[src/rtl/unidade_busca_if.sv]
// Fetch-stage bundle: redirect/hazard controls, instruction-memory port and IF/ID outputs.
// master = fetch unit, slave = surrounding pipeline / memory.
interface unidade_busca_if;
    logic        stall;
    logic        flush;
    logic        branch_taken;
    logic [31:0] branch_target;
    logic        jump;
    logic [31:0] jump_target;
    logic [31:0] instrucao;
    logic [31:0] endereco;
    logic [31:0] if_id_instrucao;
    logic [31:0] if_id_pc_mais4;
    logic        if_id_valido;
    logic        pc_fora_limite;

    modport master (
        input  stall, flush, branch_taken, branch_target, jump, jump_target, instrucao,
        output endereco, if_id_instrucao, if_id_pc_mais4, if_id_valido, pc_fora_limite
    );

    modport slave (
        output stall, flush, branch_taken, branch_target, jump, jump_target, instrucao,
        input  endereco, if_id_instrucao, if_id_pc_mais4, if_id_valido, pc_fora_limite
    );
endinterface

[src/rtl/unidade_busca.sv]
// Instruction-fetch stage: PC register, next-PC selection and IF/ID pipeline register.
// Optional cycle/stall/redirect counters when BUSCA_CONTADORES_EN is defined.
module unidade_busca #(
    parameter logic [31:0] RESET_PC   = 32'h0000_0000,
    parameter int          IMEM_WORDS = 64,
    parameter logic [31:0] NOP_WORD   = 32'h0000_0000
) (
    input  logic              clock,
    input  logic              reset_n,
    unidade_busca_if.master   bus
`ifdef BUSCA_CONTADORES_EN
    ,
    output logic [31:0]       cont_ciclos,
    output logic [31:0]       cont_stall,
    output logic [31:0]       cont_redirect
`endif
);
    localparam logic [32:0] LIMITE = 33'(IMEM_WORDS) * 33'd4;

    logic [31:0] pc;
    logic [31:0] pc_mais4;
    logic        redirect;

    assign pc_mais4 = pc + 32'd4;
    assign redirect = bus.jump | bus.branch_taken;

    assign bus.endereco       = pc;
    assign bus.pc_fora_limite = ({1'b0, pc} >= LIMITE);

    // Jump beats branch; any redirect beats stall. Targets are word-aligned on load.
    always_ff @(posedge clock) begin
        if (!reset_n)
            pc <= RESET_PC;
        else if (bus.jump)
            pc <= bus.jump_target & ~32'h3;
        else if (bus.branch_taken)
            pc <= bus.branch_target & ~32'h3;
        else if (!bus.stall)
            pc <= pc_mais4;
    end

    // A squash (redirect or flush) wins over stall so the bubble always enters IF/ID.
    always_ff @(posedge clock) begin
        if (!reset_n || redirect || bus.flush) begin
            bus.if_id_instrucao <= NOP_WORD;
            bus.if_id_pc_mais4  <= 32'd0;
            bus.if_id_valido    <= 1'b0;
        end else if (!bus.stall) begin
            bus.if_id_instrucao <= bus.instrucao;
            bus.if_id_pc_mais4  <= pc_mais4;
            bus.if_id_valido    <= 1'b1;
        end
    end

`ifdef BUSCA_CONTADORES_EN
    always_ff @(posedge clock) begin
        if (!reset_n) begin
            cont_ciclos   <= 32'd0;
            cont_stall    <= 32'd0;
            cont_redirect <= 32'd0;
        end else begin
            cont_ciclos <= cont_ciclos + 32'd1;
            if (redirect)
                cont_redirect <= cont_redirect + 32'd1;
            else if (bus.stall)
                cont_stall <= cont_stall + 32'd1;
        end
    end
`endif

endmodule

[src/flat_wrapper.sv]
// flat-port wrapper written by rule: the top's interface ports become plain ports
module unidade_busca_flat 
#(
    parameter logic [31:0] RESET_PC   = 32'h0000_0000,
    parameter int          IMEM_WORDS = 64,
    parameter logic [31:0] NOP_WORD   = 32'h0000_0000
)
  (clock, reset_n, bus_stall, bus_flush, bus_branch_taken, bus_branch_target, bus_jump, bus_jump_target, bus_instrucao, bus_endereco, bus_if_id_instrucao, bus_if_id_pc_mais4, bus_if_id_valido, bus_pc_fora_limite);
  unidade_busca_if bus_i ();
  input  logic clock;
  input  logic reset_n;
  input wire logic [$bits(bus_i.stall)-1:0] bus_stall;
  input wire logic [$bits(bus_i.flush)-1:0] bus_flush;
  input wire logic [$bits(bus_i.branch_taken)-1:0] bus_branch_taken;
  input wire logic [$bits(bus_i.branch_target)-1:0] bus_branch_target;
  input wire logic [$bits(bus_i.jump)-1:0] bus_jump;
  input wire logic [$bits(bus_i.jump_target)-1:0] bus_jump_target;
  input wire logic [$bits(bus_i.instrucao)-1:0] bus_instrucao;
  output wire logic [$bits(bus_i.endereco)-1:0] bus_endereco;
  output wire logic [$bits(bus_i.if_id_instrucao)-1:0] bus_if_id_instrucao;
  output wire logic [$bits(bus_i.if_id_pc_mais4)-1:0] bus_if_id_pc_mais4;
  output wire logic [$bits(bus_i.if_id_valido)-1:0] bus_if_id_valido;
  output wire logic [$bits(bus_i.pc_fora_limite)-1:0] bus_pc_fora_limite;
  assign bus_i.stall = bus_stall;
  assign bus_i.flush = bus_flush;
  assign bus_i.branch_taken = bus_branch_taken;
  assign bus_i.branch_target = bus_branch_target;
  assign bus_i.jump = bus_jump;
  assign bus_i.jump_target = bus_jump_target;
  assign bus_i.instrucao = bus_instrucao;
  assign bus_endereco = bus_i.endereco;
  assign bus_if_id_instrucao = bus_i.if_id_instrucao;
  assign bus_if_id_pc_mais4 = bus_i.if_id_pc_mais4;
  assign bus_if_id_valido = bus_i.if_id_valido;
  assign bus_pc_fora_limite = bus_i.pc_fora_limite;
  unidade_busca #(.RESET_PC(RESET_PC), .IMEM_WORDS(IMEM_WORDS), .NOP_WORD(NOP_WORD)) u_core (.clock(clock), .reset_n(reset_n), .bus(bus_i));
endmodule
[config.mk]
export PLATFORM = sky130hd
export DESIGN_NAME = unidade_busca_flat
export DESIGN_NICKNAME = d
export VERILOG_FILES = /design/src/rtl/unidade_busca_if.sv /design/src/rtl/unidade_busca.sv /design/src/flat_wrapper.sv
export SDC_FILE = /design/constraint.sdc
export NUM_CORES = 1
export LEC_CHECK = 0
export ABC_AREA = 1
export CAP_MARGIN = 25
export CORE_ASPECT_RATIO = 1.4
export CORE_MARGIN = 2
export CORE_UTILIZATION = 39
export DETAILED_ROUTE_END_ITERATION = 12
export PLACE_DENSITY_LB_ADDON = 0.12
export SYNTH_ARGS = -nofsm -noshare
export SYNTH_HDL_FRONTEND = slang
export SYNTH_SLANG_ARGS = --single-unit
[constraint.sdc]
create_clock -name clock -period 1.5 [get_ports clock]
set_input_delay 0.3 -clock clock [delete_from_list [all_inputs] [get_ports clock]]
set_output_delay 0.3 -clock clock [all_outputs]
set_load 0.01 [all_outputs]
==> impl_metrics.toml <==
[worst_hold_path]
min_path_type = "reg -> reg"
holdPathStages = 2
holdCritStartpoint = "u_core.bus.if_id_instrucao[0]"
worstHoldEndpoint = "u_core.bus.if_id_instrucao[0]"

[floorplan]
die_area_um2 = 13200
coreArea_um2 = 12200
initial_core_util_pct = 39.4
std_cell_rows = 48
die_x_um = 97.9
ios = 200
fp.dieH_um = 135

[finish]
fin_cells = 1171
diodes = 0
fin_nets = 1121
layout_commonest_cell = "nand2_1"
drive_gt1_share_pct = 28.3
mostFrequentLayoutCells = "nand2_1 (132), nor2_1 (96), clkdlybuf4s50_1 (96)"
syn2layout_area_growth_pct = 79.8
finish.utilization_pct = 70.9

[timing]
finalCritPeriodShare_pct = 118
rsz0062_at_grt = "true"
hold_viol_final = 0
fmax_mhz = 567
setup_viol = 33
fin_ws_ns = -0.265
maxSlewViolCount = 0
fin_skew_ns = 0.0111
hold_ws_ns = 0.460
finalSetupTns_ns = -3.13
fin_crit_ns = 1.77

[outcome]
status = "complete, but fails checks"
violations = "setup timing"

[clocking]
clkTransAtPathRegs_ns = 0.07
clk_latency_ns = 0.35
cts_tree = "done"
h-tree-depth = 3
cts_max_path_buffers = 2
clock-sinks = 93
numCtsBuffers = 9
clockRootBuffer = "clkbuf_16"

[drt]
drc_errors = 0
final_antenna_net_count = 0
vias_per_cell = 5.10
dr.pass1.iters = 5
num_vias = 5975
wl_per_cell_um = 16.2
drt_iter0_markers = 230
routed_wl_mm = 18.9

[critical_path]
rr_startpoint = "u_core.bus.endereco[3]"
slowest_delay_ns = 0.33
cp-end-kind = "primary output"
r2r_slack_ns = -0.17
critical_path_class = "reg -> out"
path_max_fanout = 2
r2r_cells = 11
cp_top_family = "simple AND/OR/NAND/NOR gates"
timing.rr.end = "u_core.bus.endereco[14]"
crit_path_top_delay_cell = "dfxtp_2"
path_buf_inv = 2
crit_required_ns = 1.20
cp.depth = 5
start_kind = "register"
crit_chain = "inv_2, nand4_1, nor4_2, nand3_1, buf_2"
arrival_ns = 1.47

[synth]
synthMuxAreaShare_pct = 0
ys_seq_area_share_pct = 38.7
synth-compound-area-share_pct = 18.1
ys_seq_elements = 93
synth_top_family_by_area = "simple AND/OR/NAND/NOR gates"
synth_area_leaders = "dfxtp_1 (39%), nand2_1 (14%), a21oi_1 (8.9%)"
synthSimpleGateAreaFrac_pct = 32.1
yosysUniqueCellTypes = 29
synth.largest_area_cell = "dfxtp_1"
syn_area_per_cell_um2 = 6.44
synth_top_cell_area_share_pct = 38.7
syn_area_um2 = 4810
ys_warn_count = 0
synth_cells = 747
synthAdderAreaFrac_pct = 0.520
synth-xor-area-share_pct = 1.27

[power]
ir_worst_vdd_mv = 0.580
power_density_nw_per_um2 = 782
p_leak_nw = 4.08

[global_routing]
grt_first_pass_wirelength_mm = 29.4
grt_max_degree = 60
gr-total-overflow = 0
antenna_found_initial = 0
grt_pass1_vias = 5970
grtUsageTotal_pct = 27.5

[place]
port_buffers = 191
dp_hpwl_mm = 13.8
dp.cells = 1140
gp_congestion = 0.861
place_ws_ns = -0.252

[flow_run]
max_cap_viol_count = 0
-- tightest hold or removal path, cell delays in order, from the launching register on --
cell and delay [ns]:
dfxtp_1 0.31, nand2_1 0.05, a21oi_1 0.06
-- worst max-delay path by stage --
| stage | startpoint | endpoint | slack, ns |
|---|---|---|---|
| after floorplan | u_core.bus.endereco[2] | u_core.bus.if_id_pc_mais4[24] | 0.02 |
| final | u_core.bus.endereco[19] | bus_pc_fora_limite | -0.27 |
| after detailed placement | u_core.bus.endereco[14] | bus_pc_fora_limite | -0.25 |
| after global routing | u_core.bus.endereco[18] | bus_pc_fora_limite | -0.30 |
| after global placement | u_core.bus.endereco[14] | bus_pc_fora_limite | -0.24 |
| after CTS | u_core.bus.endereco[18] | bus_pc_fora_limite | -0.25 |
-- synth_stat cells --
cell	n
nor2_4	4
nand2_4	1
buf_2	5
buf_4	5
nand3b_1	1
inv_2	4
o211ai_1	18
a221oi_1	1
nor2_1	112
clkbuf_1	18
o21ai_1	13
nor4_1	3
nor2_2	10
xnor2_1	2
nand3_1	50
nand2_2	3
clkinv_1	1
conb_1	1
dfxtp_1	93
inv_1	64
or2_2	1
nand4_1	4
buf_1	15
and2_1	2
o21ai_0	46
ha_1	2
xor2_1	5
a21oi_1	86
nand2_1	177
-- cells by family (layout without fill, tap and decap cells) --
kind of cell / after synthesis / in the layout
DFF: 93 / 93
buffers and inverters: 112 / 383
and+or+nand+nor: 368 / 368
xor gates and xnor gates: 7 / 7
adders and majority gates: 2 / 2
AOI/OAI and AO/OA: 164 / 164
other: 1 / 4
-- final cells by class --
cell class / count / area [µm²]
Clock inverter: 5 / 109
Multi-Input combinational cell: 545 / 3160
Fill cell: 1060 / 3550
Clock buffer: 10 / 229
Sequential cell: 93 / 1890
Timing Repair Buffer: 299 / 2810
Inverter: 69 / 264
Tap cell: 150 / 188
-- flip-flops by register name, summed over array words and instances (netlist names) --
register and flops:
u_core.bus.if_id_instrucao 32, u_core.bus.endereco 30, u_core.bus.if_id_valido 1, u_core.bus.if_id_pc_mais4 30
-- layer usage --
layer | vias up | global-route usage (%) | share of wire, %
li1 | 2933 | - | -
met1 | 2794 | 29.5 | 37
met2 | 205 | 51.6 | 54
met3 | 43 | 5.06 | 4.9
met4 | 0 | 13.1 | 4.4
met5 | - | 0 | 0
-- what timing repair did --
item | in CTS | in global routing
buffers inserted | 10 | 8
resized for setup | 197 | 117
hold buffers | 0 | 0
pin swaps | 36 | 54
endpoints found under the setup margin | 140 | 51
cloned | 0 | 0
-- per-stage QoR --
step	total power (W)	instance area, µm²
after floorplan	0.00321	4820
after global placement	0.00402	7510
after detailed placement	0.00403	7510
after CTS	0.00668	8150
after global routing	0.00703	8650
final	0.00676	8650
-- report_power, final --
group          switching, W  internal [W]
Combinational      0.000756      0.000754
Clock              0.000991       0.00163
Sequential        0.0000648       0.00256
No activity file was read; power rests on OpenSTA's default activity.
==> variant, RTL diff (same settings) <==
`IMEM_WORDS` is set to 64 in 2 places; all go to 48.
--- a/src/rtl/unidade_busca.sv
+++ b/src/rtl/unidade_busca.sv
@@ -4,3 +4,3 @@
     parameter logic [31:0] RESET_PC   = 32'h0000_0000,
-    parameter int          IMEM_WORDS = 64,
+    parameter int          IMEM_WORDS = 48,
     parameter logic [31:0] NOP_WORD   = 32'h0000_0000
--- a/src/flat_wrapper.sv
+++ b/src/flat_wrapper.sv
@@ -4,3 +4,3 @@
     parameter logic [31:0] RESET_PC   = 32'h0000_0000,
-    parameter int          IMEM_WORDS = 64,
+    parameter int          IMEM_WORDS = 48,
     parameter logic [31:0] NOP_WORD   = 32'h0000_0000
Formal check against the unedited RTL: not equivalent (a bounded check fails within 4 cycles, from zero or initial values and one cycle with reset_n low).
==> variant against the original RTL <==
The run still ends with setup timing left; total power shrank 2.5%; routed wire length shrank 0.71%; synthesized area grew 0.99%; critical path depth grew 1; final area grew 0.13%; non-clock buffer count is the same; worst setup slack lost 180 ps; highest routed layer unchanged; sequential cell count is the same; clock power shrank 5%.
==> variant: results (changes against the original RTL) <==
Critical Path AT - 1640 ps (was 1470 ps)
initial antenna violation count - 0 (unchanged)
DP Area - 0.007535 mm^2 (was 0.007510 mm^2)
share of cells above drive strength 1 - 30.63% (was 28.31%)
GPL Wtd Cong - 0.9417 (was 0.8610)
max incr delay on CP - 350 ps (was 330 ps)
Synth Area in Adders - 0.5152% (was 0.5203%)
Synth Area in XOR/XNOR - 1.262% (was 1.275%)
hold crit path type - flip-flop to flip-flop (unchanged)
Total Routing Usage GR - 26.53% (was 27.52%)
setup TNS - -3447 ps (was -3134 ps)
Synth async-reset ratio - 0% (unchanged)
setup slack after layout - -441.2 ps (was -265.1 ps)
failing checks - setup timing (unchanged)
DP Wirelength - 13.46 mm (was 13.76 mm)
fin nets - 1,111 (was 1,121)
Starting DRT DRC Count - 205 (was 230)
Critical Path Fanout Max - 2 (unchanged)
PortBufs - 191 (unchanged)
met2 GRT Util - 48.07% (was 51.60%)
clock latency on the worst-skew pair - 360 ps
met2 routed WL - 9.913 mm (was 10.18 mm)
worst hold slack - 460.9 ps (was 460.4 ps)
Seq/Total Area, Yosys - 38.33% (was 38.71%)
met3 Use GR - 5.707% (was 5.057%)
slowest CP cell - nor4_2 (was dfxtp_2)
Finish-stage setup viols - 41 (was 33)
post-synthesis cell type count - 35 (was 29)
worst-case clock buffer depth - 2 (unchanged)
Metal-1 WL - 6.976 mm (was 6.975 mm)
outcome - finished with violations (unchanged)
CTS root buf - clkbuf_16 (unchanged)
Post-synth top cells - 167 x nand2_1, 109 x nor2_1, 93 x dfxtp_1 (was 177 x nand2_1, 112 x nor2_1, 93 x dfxtp_1)
DR vias/cell - 5.088 (was 5.102)
met3 wire len - 1.092 mm (was 925 um)
mux share of post-synthesis cell area - 0% (unchanged)
Place WS - -499.8 ps (was -252.2 ps)
Worst Reg-to-Reg Cells - 9 (was 11)
top area cells in the synthesized netlist - dfxtp_1 38%, nand2_1 13%, a21oi_1 9.2% (was dfxtp_1 39%, nand2_1 14%, a21oi_1 8.9%)
P_leak - 4.050 nW (was 4.084 nW)
YS warnings - 0 (unchanged)
syn_area_per_cell - 6.590 um^2 (was 6.439 um^2)
vias in the first global route - 5,612 (was 5,970)
H-tree levels - 3 (unchanged)
post-synth top area share - 38.33% (was 38.71%)
Synth Area in Compound Gates - 18.47% (was 18.08%)
Finished Layout Cells - 1,162 (was 1,171)
M1 GR Usage - 29.25% (was 29.48%)
Num CTS Buffers - 9 (unchanged)
Reg clk slew, reported paths - 70 ps (about the same)
Routed WL per cell - 16.16 um (was 16.15 um)
clock skew - 12.53 ps (was 11.08 ps)
placed insts - 1,127 (was 1,140)
first-pass GRT wire length - 28.43 mm (was 29.41 mm)
Max rail drop VDD - 0.5433 mV (was 0.5804 mV)
==> variant: final timing paths <==
kind,start,endpoint
hold / removal,u_core.bus.if_id_instrucao[7],u_core.bus.if_id_instrucao[7]
setup / recovery,u_core.bus.endereco[21],bus_pc_fora_limite
setup reg to reg,u_core.bus.endereco[3],u_core.bus.if_id_pc_mais4[12]
hold reg to reg,u_core.bus.if_id_instrucao[7],u_core.bus.if_id_instrucao[7]
==> variant: area by class of cell <==
type,instances,area (um^2)
Clock inverter,5,83.83
Fill cell,1085,3595
Inverter,64,245.2
Timing Repair Buffer,299,2779
Multi-Input combinational cell,540,3233
Tap cell,150,187.7
Sequential cell,93,1896
Clock buffer,11,232.7
==> variant: power by group <==
| group | switching (mW) | internal [mW] |
|---|---|---|
| Sequential | 0.0734 | 2.56 |
| Combinational | 0.735 | 0.744 |
| Clock | 1.01 | 1.47 |
==> variant: repair_timing <==
item	in CTS	in global routing
pin swaps	47	70
cloned	0	0
gates resized for setup	207	126
setup endpoints to repair	136	54
setup buffers	11	14
